## src/rtl/encoder_al_16_4_seq_pkg.sv

```systemverilog
// Shared constants, FSM state type and a population-count helper for the
// active-low 16-to-4 sequential encoder.
package enc_al_pkg;

    localparam int W_CODE  = 4;
    localparam int N_LINES = 2 ** W_CODE;
    localparam int W_CNT   = W_CODE + 1;

    typedef enum logic {
        IDLE = 1'b0,
        EMIT = 1'b1
    } state_e;

    function automatic logic [W_CNT-1:0] popcount(input logic [N_LINES-1:0] v);
        logic [W_CNT-1:0] c;
        c = '0;
        for (int i = 0; i < N_LINES; i++) begin
            c = c + W_CNT'(v[i]);
        end
        return c;
    endfunction

endpackage

```

## src/rtl/encoder_al_16_4_seq_if.sv

```systemverilog
// Request/code bus of the encoder. Optional cnt_out is present only when
// ENCODER_AL_16_4_CNT_EN is defined.
interface encoder_al_16_4_seq_if;
    import enc_al_pkg::*;

    logic [N_LINES-1:0] d_in;
    logic               en_in;
    logic               ready_in;
    logic [W_CODE-1:0]  code_out;
    logic               valid_out;
    logic               idle_out;
`ifdef ENCODER_AL_16_4_CNT_EN
    logic [W_CNT-1:0]   cnt_out;
`endif

    // slave is the encoder itself; master is whoever drives requests and consumes codes
    modport slave (
        input  d_in,
        input  en_in,
        input  ready_in,
        output code_out,
        output valid_out,
`ifdef ENCODER_AL_16_4_CNT_EN
        output cnt_out,
`endif
        output idle_out
    );

    modport master (
        output d_in,
        output en_in,
        output ready_in,
        input  code_out,
        input  valid_out,
`ifdef ENCODER_AL_16_4_CNT_EN
        input  cnt_out,
`endif
        input  idle_out
    );

endinterface

```

## src/rtl/encoder_al_16_4_seq_pri_enc.sv

```systemverilog
// Combinational lowest-set-bit finder: index of the least significant 1 in
// mask_in, and whether any bit is set at all.
module pri_enc_lsb_16_4
    import enc_al_pkg::*;
(
    input  logic [N_LINES-1:0] mask_in,
    output logic [W_CODE-1:0]  idx_out,
    output logic               any_out
);

    // Scan from the top down so the lowest set bit is the last one written
    always_comb begin
        idx_out = '0;
        any_out = |mask_in;
        for (int i = N_LINES - 1; i >= 0; i--) begin
            if (mask_in[i]) begin
                idx_out = W_CODE'(i);
            end
        end
    end

endmodule

```

## src/rtl/encoder_al_16_4_seq.sv

```systemverilog
// Sequential active-low 16-to-4 encoder: snapshots request lines on en_in and
// streams their indices lowest first over valid/ready. Optional remaining-code
// counter under ENCODER_AL_16_4_CNT_EN.
module encoder_al_16_4_seq
    import enc_al_pkg::*;
(
    input  logic                 clk_in,
    input  logic                 rst_in,
    encoder_al_16_4_seq_if.slave bus
);

    state_e             state_q, state_d;
    logic [N_LINES-1:0] pend_q, pend_d;
    logic [N_LINES-1:0] req_mask;
    logic [N_LINES-1:0] clr_onehot;
    logic [N_LINES-1:0] pend_after_clr;
    logic [W_CODE-1:0]  lsb_idx;
    logic               lsb_any;
    logic               capture;
    logic               handshake;

    pri_enc_lsb_16_4 u_pri_enc (
        .mask_in (pend_q),
        .idx_out (lsb_idx),
        .any_out (lsb_any)
    );

    always_comb begin
        req_mask       = ~bus.d_in;
        capture        = (state_q == IDLE) && bus.en_in && (req_mask != '0);
        handshake      = (state_q == EMIT) && bus.ready_in;
        clr_onehot     = N_LINES'(1) << lsb_idx;
        pend_after_clr = pend_q & ~clr_onehot;
    end

    always_ff @(posedge clk_in) begin
        if (rst_in) begin
            state_q <= IDLE;
        end else begin
            state_q <= state_d;
        end
    end

    always_comb begin
        state_d = state_q;
        case (state_q)
            IDLE:    if (capture) state_d = EMIT;
            EMIT:    if (handshake && (pend_after_clr == '0)) state_d = IDLE;
            default: state_d = IDLE;
        endcase
    end

    // Inputs are only looked at in IDLE, so d_in changes during EMIT cannot leak into pend_q
    always_comb begin
        pend_d = pend_q;
        if (capture) begin
            pend_d = req_mask;
        end else if (handshake) begin
            pend_d = pend_after_clr;
        end
    end

    always_ff @(posedge clk_in) begin
        if (rst_in) begin
            pend_q <= '0;
        end else begin
            pend_q <= pend_d;
        end
    end

    always_comb begin
        bus.valid_out = (state_q == EMIT);
        bus.idle_out  = (state_q == IDLE);
        bus.code_out  = lsb_any ? lsb_idx : '0;
    end

`ifdef ENCODER_AL_16_4_CNT_EN
    logic [W_CNT-1:0] cnt_q, cnt_d;

    always_comb begin
        cnt_d = cnt_q;
        if (capture) begin
            cnt_d = popcount(req_mask);
        end else if (handshake) begin
            cnt_d = cnt_q - W_CNT'(1);
        end
    end

    always_ff @(posedge clk_in) begin
        if (rst_in) begin
            cnt_q <= '0;
        end else begin
            cnt_q <= cnt_d;
        end
    end

    assign bus.cnt_out = cnt_q;
`endif

endmodule

```

## src/flat_wrapper.sv

```systemverilog
// flat-port wrapper written by rule: the top's interface ports become plain ports
module encoder_al_16_4_seq_flat import enc_al_pkg::*;
  (clk_in, rst_in, bus_d_in, bus_en_in, bus_ready_in, bus_code_out, bus_valid_out, bus_idle_out);
  encoder_al_16_4_seq_if bus_i ();
  input  logic clk_in;
  input  logic rst_in;
  input wire logic [$bits(bus_i.d_in)-1:0] bus_d_in;
  input wire logic [$bits(bus_i.en_in)-1:0] bus_en_in;
  input wire logic [$bits(bus_i.ready_in)-1:0] bus_ready_in;
  output wire logic [$bits(bus_i.code_out)-1:0] bus_code_out;
  output wire logic [$bits(bus_i.valid_out)-1:0] bus_valid_out;
  output wire logic [$bits(bus_i.idle_out)-1:0] bus_idle_out;
  assign bus_i.d_in = bus_d_in;
  assign bus_i.en_in = bus_en_in;
  assign bus_i.ready_in = bus_ready_in;
  assign bus_code_out = bus_i.code_out;
  assign bus_valid_out = bus_i.valid_out;
  assign bus_idle_out = bus_i.idle_out;
  encoder_al_16_4_seq u_core (.clk_in(clk_in), .rst_in(rst_in), .bus(bus_i));
endmodule
```

## config.mk

```make
export PLATFORM = sky130hd
export DESIGN_NAME = encoder_al_16_4_seq_flat
export DESIGN_NICKNAME = d
export VERILOG_FILES = /design/src/rtl/encoder_al_16_4_seq_pkg.sv /design/src/rtl/encoder_al_16_4_seq_if.sv /design/src/rtl/encoder_al_16_4_seq_pri_enc.sv /design/src/rtl/encoder_al_16_4_seq.sv /design/src/flat_wrapper.sv
export SDC_FILE = /design/constraint.sdc
export NUM_CORES = 1
export LEC_CHECK = 0
export ABC_AREA = 1
export CORE_ASPECT_RATIO = 1.25
export CORE_MARGIN = 8
export CORE_UTILIZATION = 45
export CTS_CLUSTER_SIZE = 20
export DETAILED_ROUTE_END_ITERATION = 7
export MAX_ROUTING_LAYER = met4
export PLACE_DENSITY = 0.72
export SYNTH_ARGS = -nofsm -noshare
export SYNTH_HDL_FRONTEND = slang
export SYNTH_HIERARCHICAL = 1
export SYNTH_SLANG_ARGS = --single-unit
```

## constraint.sdc

```tcl
create_clock -name clk_in -period 2.95 [get_ports clk_in]
set_input_delay 0.295 -clock clk_in [delete_from_list [all_inputs] [get_ports clk_in]]
set_output_delay 0.295 -clock clk_in [all_outputs]
set_load 0.005 [all_outputs]
```

==> Implementation_results.wiki <==
{| class="wikitable"
! Metric !! Value
|-
| Arrival time reported for the critical path endpoint || 2.37 ns
|-
| Final WS setup || 0.289 ns
|-
| Largest net degree at the start of global routing || 32
|-
| Synth Cell Area || 1240 µm²
|-
| Clock share of power || 0.180
|-
| CTS Buf Count || 3
|-
| Via count of the first global-routing pass || 1342
|-
| Leakage Power || 0.649 nW
|-
| Largest incremental delay on the critical path || 0.49 ns
|-
| Placement Setup Slack || 0.523 ns
|-
| Area of combinational cells with multiple inputs || 694 µm²
|-
| Cell variety after synth || 22
|-
| Internal power consumption || 0.427 mW
|-
| Worst setup path startpoint || u_core/pend_q[13]
|-
| Maximum resistive drop on vdd || 0.000271 V
|-
| Total of warnings raised by yosys || 6
|-
| Boundary Pins || 26
|-
| Final Instance Area || 1550 µm²
|-
| Post-detailed-placement half-perimeter wirelength || 2.83 mm
|-
| Total Neg Setup Slack || 0 ns
|-
| Area enclosed by the die boundary || 4710 µm²
|-
| Number of cell instances on the worst register-to-register path || 21
|-
| Weighted congestion reported at the end of routability-driven placement || 0.895
|-
| Maximum net fanout on the critical path || 9
|-
| Area taken by flip-flops and latches || 340 µm²
|-
| Final setup violation count || 0
|-
| CTS Hold Bufs || 0
|-
| Final worst path period need || 2.66 ns
|-
| First-pass GRT wire length || 5.95 mm
|-
| Via count || 1451
|-
| Post-synthesis instance total || 213
|-
| Resized cells post-CTS || 0
|-
| Total power density per cell area || 445 nW/µm²
|-
| Worst-Margin Slew || 0.639 ns
|-
| Clock sink count || 17
|-
| Filler Cell Count || 268
|-
| Clock tree from TritonCTS || built
|-
| Sequential area share after synthesis || 0.274
|-
| Crit. End Element || output port
|-
| Data required time at the worst endpoint || 2.65 ns
|-
| Clock transition at the register clock pins on the worst setup and hold paths after CTS || 0.10 ns
|-
| Worst Clk Skew || 0.00549 ns
|-
| Number of antenna violations at the first check in global routing || 0
|-
| Final period util || 0.902
|-
| Dpl cells || 266
|-
| Non-filler cells, final || 270
|-
| Detailed Route WL || 3.56 mm
|-
| Status || finished, final reports clean
|-
| Diode count || 0
|-
| Die Y || 74.7 µm
|-
| CTS Buffer Depth || 2
|-
| Class of the tightest hold or removal check || reg2reg
|-
| Layout net count || 257
|-
| Number of optimization iterations in the first detailed-route pass || 4
|-
| P&R area growth vs syn || 24.8%
|-
| Detailed Route Iter0 Violations || 85
|-
| Clock Tree Root || sky130_fd_sc_hd__clkbuf_4
|-
| Top Usage Layer GRT || met2
|-
| Area after detailed placement || 1520 µm²
|-
| CP dominant cell by count || sky130_fd_sc_hd__nand2_1
|-
| # Post-CTS Setup Buffers || 0
|-
| Reg-to-reg endpoint || u_core/bus.valid_out
|-
| Startpoint of the worst register-to-register path || u_core/pend_q[13]
|-
| Critical path launch point type || flip-flop
|-
| Number of maximum-capacitance constraint violations || 0
|-
| FF+latch count, synth || 17
|-
| Worst path slowest cell || sky130_fd_sc_hd__clkdlybuf4s50_1
|-
| Effective utilization at floorplan || 0.468
|-
| Met1 global-route usage || 0.185
|-
| Routing usage on met2 || 0.274
|-
| Portion of total power attributed to sequential cells || 0.383
|-
| Avg Inst Size Synth || 5.83 µm²
|-
| PortBufs || 25
|-
| Width of the chip || 63.0 µm
|-
| Sequence of cells on the critical path || inv_1 -> nand2_1 -> nand2_1 -> nand2_1 -> nand2_1 -> nand2_1 -> nand2_1 -> nand2_1 -> nand2_1 -> nand2_1 -> nand2_1 -> nand2_1 -> nand2_1 -> a21oi_2 -> nand2_1 -> inv_1 -> clkdlybuf4s50_1
|-
| Clock Latency Late Sink || 0.29 ns
|-
| Count of H-tree levels built during CTS || 1
|-
| Avg WL per Cell || 13.2 µm
|-
| Setup repair after global routing missed its margin || no
|-
| Global Route met3 Usage || 0.0268
|-
| Via-per-instance ratio || 5.37
|-
| Max Freq || 376 MHz
|-
| Total grt overflow || 0
|-
| Hold Violations, Final || 0
|-
| Worst rel slew slack || 0.573
|-
| Core Area || 2650 µm²
|-
| End point of the critical path || bus_code_out[0]
|-
| Net Count, Synth || 233
|-
| Flop-to-flop setup slack || 0.41 ns
|-
| Part of the power in combinational logic || 0.437
|-
| Hold Worst Slack || 0.511 ns
|-
| Final routed DRC violation total || 0
|-
| Number of routed nets with antenna violations || 0
|-
| Switching pwr || 0.262 mW
|-
| Setup CP Type || reg2out
|-
| Count of pins over their slew limit || 0
|-
| Overall Global Routing Usage || 0.160
|-
| Fraction of layout instances using a drive strength above 1 || 0.0805
|-
| Commonest non-fill, non-tap cells in the layout || 38 x sky130_fd_sc_hd__nand2_1, 35 x sky130_fd_sc_hd__inv_1, 33 x sky130_fd_sc_hd__nand3_1
|-
| Number of rows created at floorplan || 21
|-
| Most frequent standard cell in the layout excluding fill and tap cells || sky130_fd_sc_hd__nand2_1
|-
| Switching portion of total power || 0.380
|}
-- layer usage --
layer / share of wire / wire (µm) / vias up
met5: 0 / 0 / -
met4: 0.018 / 63 / 0
met3: 0.062 / 220 / 4
met2: 0.48 / 1720 / 47
met1: 0.44 / 1570 / 649
li1: - / - / 751
-- synth_stat cells (all sizes together) --
cell | n | area (µm²)
nand3 | 33 | 165
nand4 | 8 | 50.1
a31oi | 2 | 12.5
a21oi | 18 | 93.8
o22ai | 14 | 87.6
clkbuf | 4 | 15.0
o21a | 1 | 7.51
dfxtp | 17 | 340
nor4 | 1 | 6.26
nand2 | 38 | 143
nor3 | 3 | 15.0
inv | 42 | 158
nor2 | 14 | 55.1
o21ai | 8 | 40.0
or2 | 3 | 18.8
buf | 7 | 33.8
-- critical path, delay by kind of cell, from the launching register on --
kind                   cells  cell delay (ns)
AO/OA/AOI/OAI              1             0.34
buffers and inverters      3             0.63
flip-flops                 1             0.40
AND/OR/NAND/NOR           13             0.69
-- how the worst min path moves through the flow --
| stage | from | to | slack (ns) | depth (start not counted) |
|---|---|---|---|---|
| 5_1_grt | u_core/bus.valid_out | u_core/bus.valid_out | 0.53 | 2 |
| 3_5_place_dp | u_core/bus.valid_out | u_core/bus.valid_out | 0.49 | 2 |
| 3_3_place_gp | u_core/bus.valid_out | u_core/bus.valid_out | 0.49 | 2 |
| 6_report | u_core/bus.valid_out | u_core/bus.valid_out | 0.51 | 2 |
| 4_1_cts | u_core/bus.valid_out | u_core/bus.valid_out | 0.51 | 2 |
| 2_1_floorplan | u_core/pend_q[3] | u_core/pend_q[3] | 0.47 | 2 |
-- kinds of logic (layout without fill, tap and decap cells) --
group | Yosys count | in the layout | share of synthesized area
flops | 17 | 17 | 0.274
buf+inv | 53 | 76 | 0.166
simple gates | 100 | 100 | 0.365
compound gates | 43 | 43 | 0.195
-- final cells by class --
class                      count  area share
multi-input combinational    143       0.448
sequential                    17       0.220
timing repair buffer          30       0.186
inverter                      42       0.102
tap                           34      0.0275
clock buffer                   4      0.0170
-- through the flow --
step	power, mW	util
floorplan	0.457	-
global placement	0.566	0.574
detailed placement	0.567	0.574
CTS	0.693	0.584
global route	0.743	0.584
finish	0.689	0.584
-- state kept, by name (all words and copies together), names as in the netlist --
signal,count
u_core/bus.valid_out,1
u_core/pend_q,16
-- power groups by stage --
stage,Combinational [mW],Clock [mW],Sequential (mW)
2_1_floorplan,0.193,0,0.263
3_3_place_gp,0.297,0,0.269
3_5_place_dp,0.298,0,0.269
4_1_cts,0.300,0.129,0.264
5_1_grt,0.337,0.140,0.266
6_report,0.301,0.124,0.264
Power figures use the tool's default switching activity.
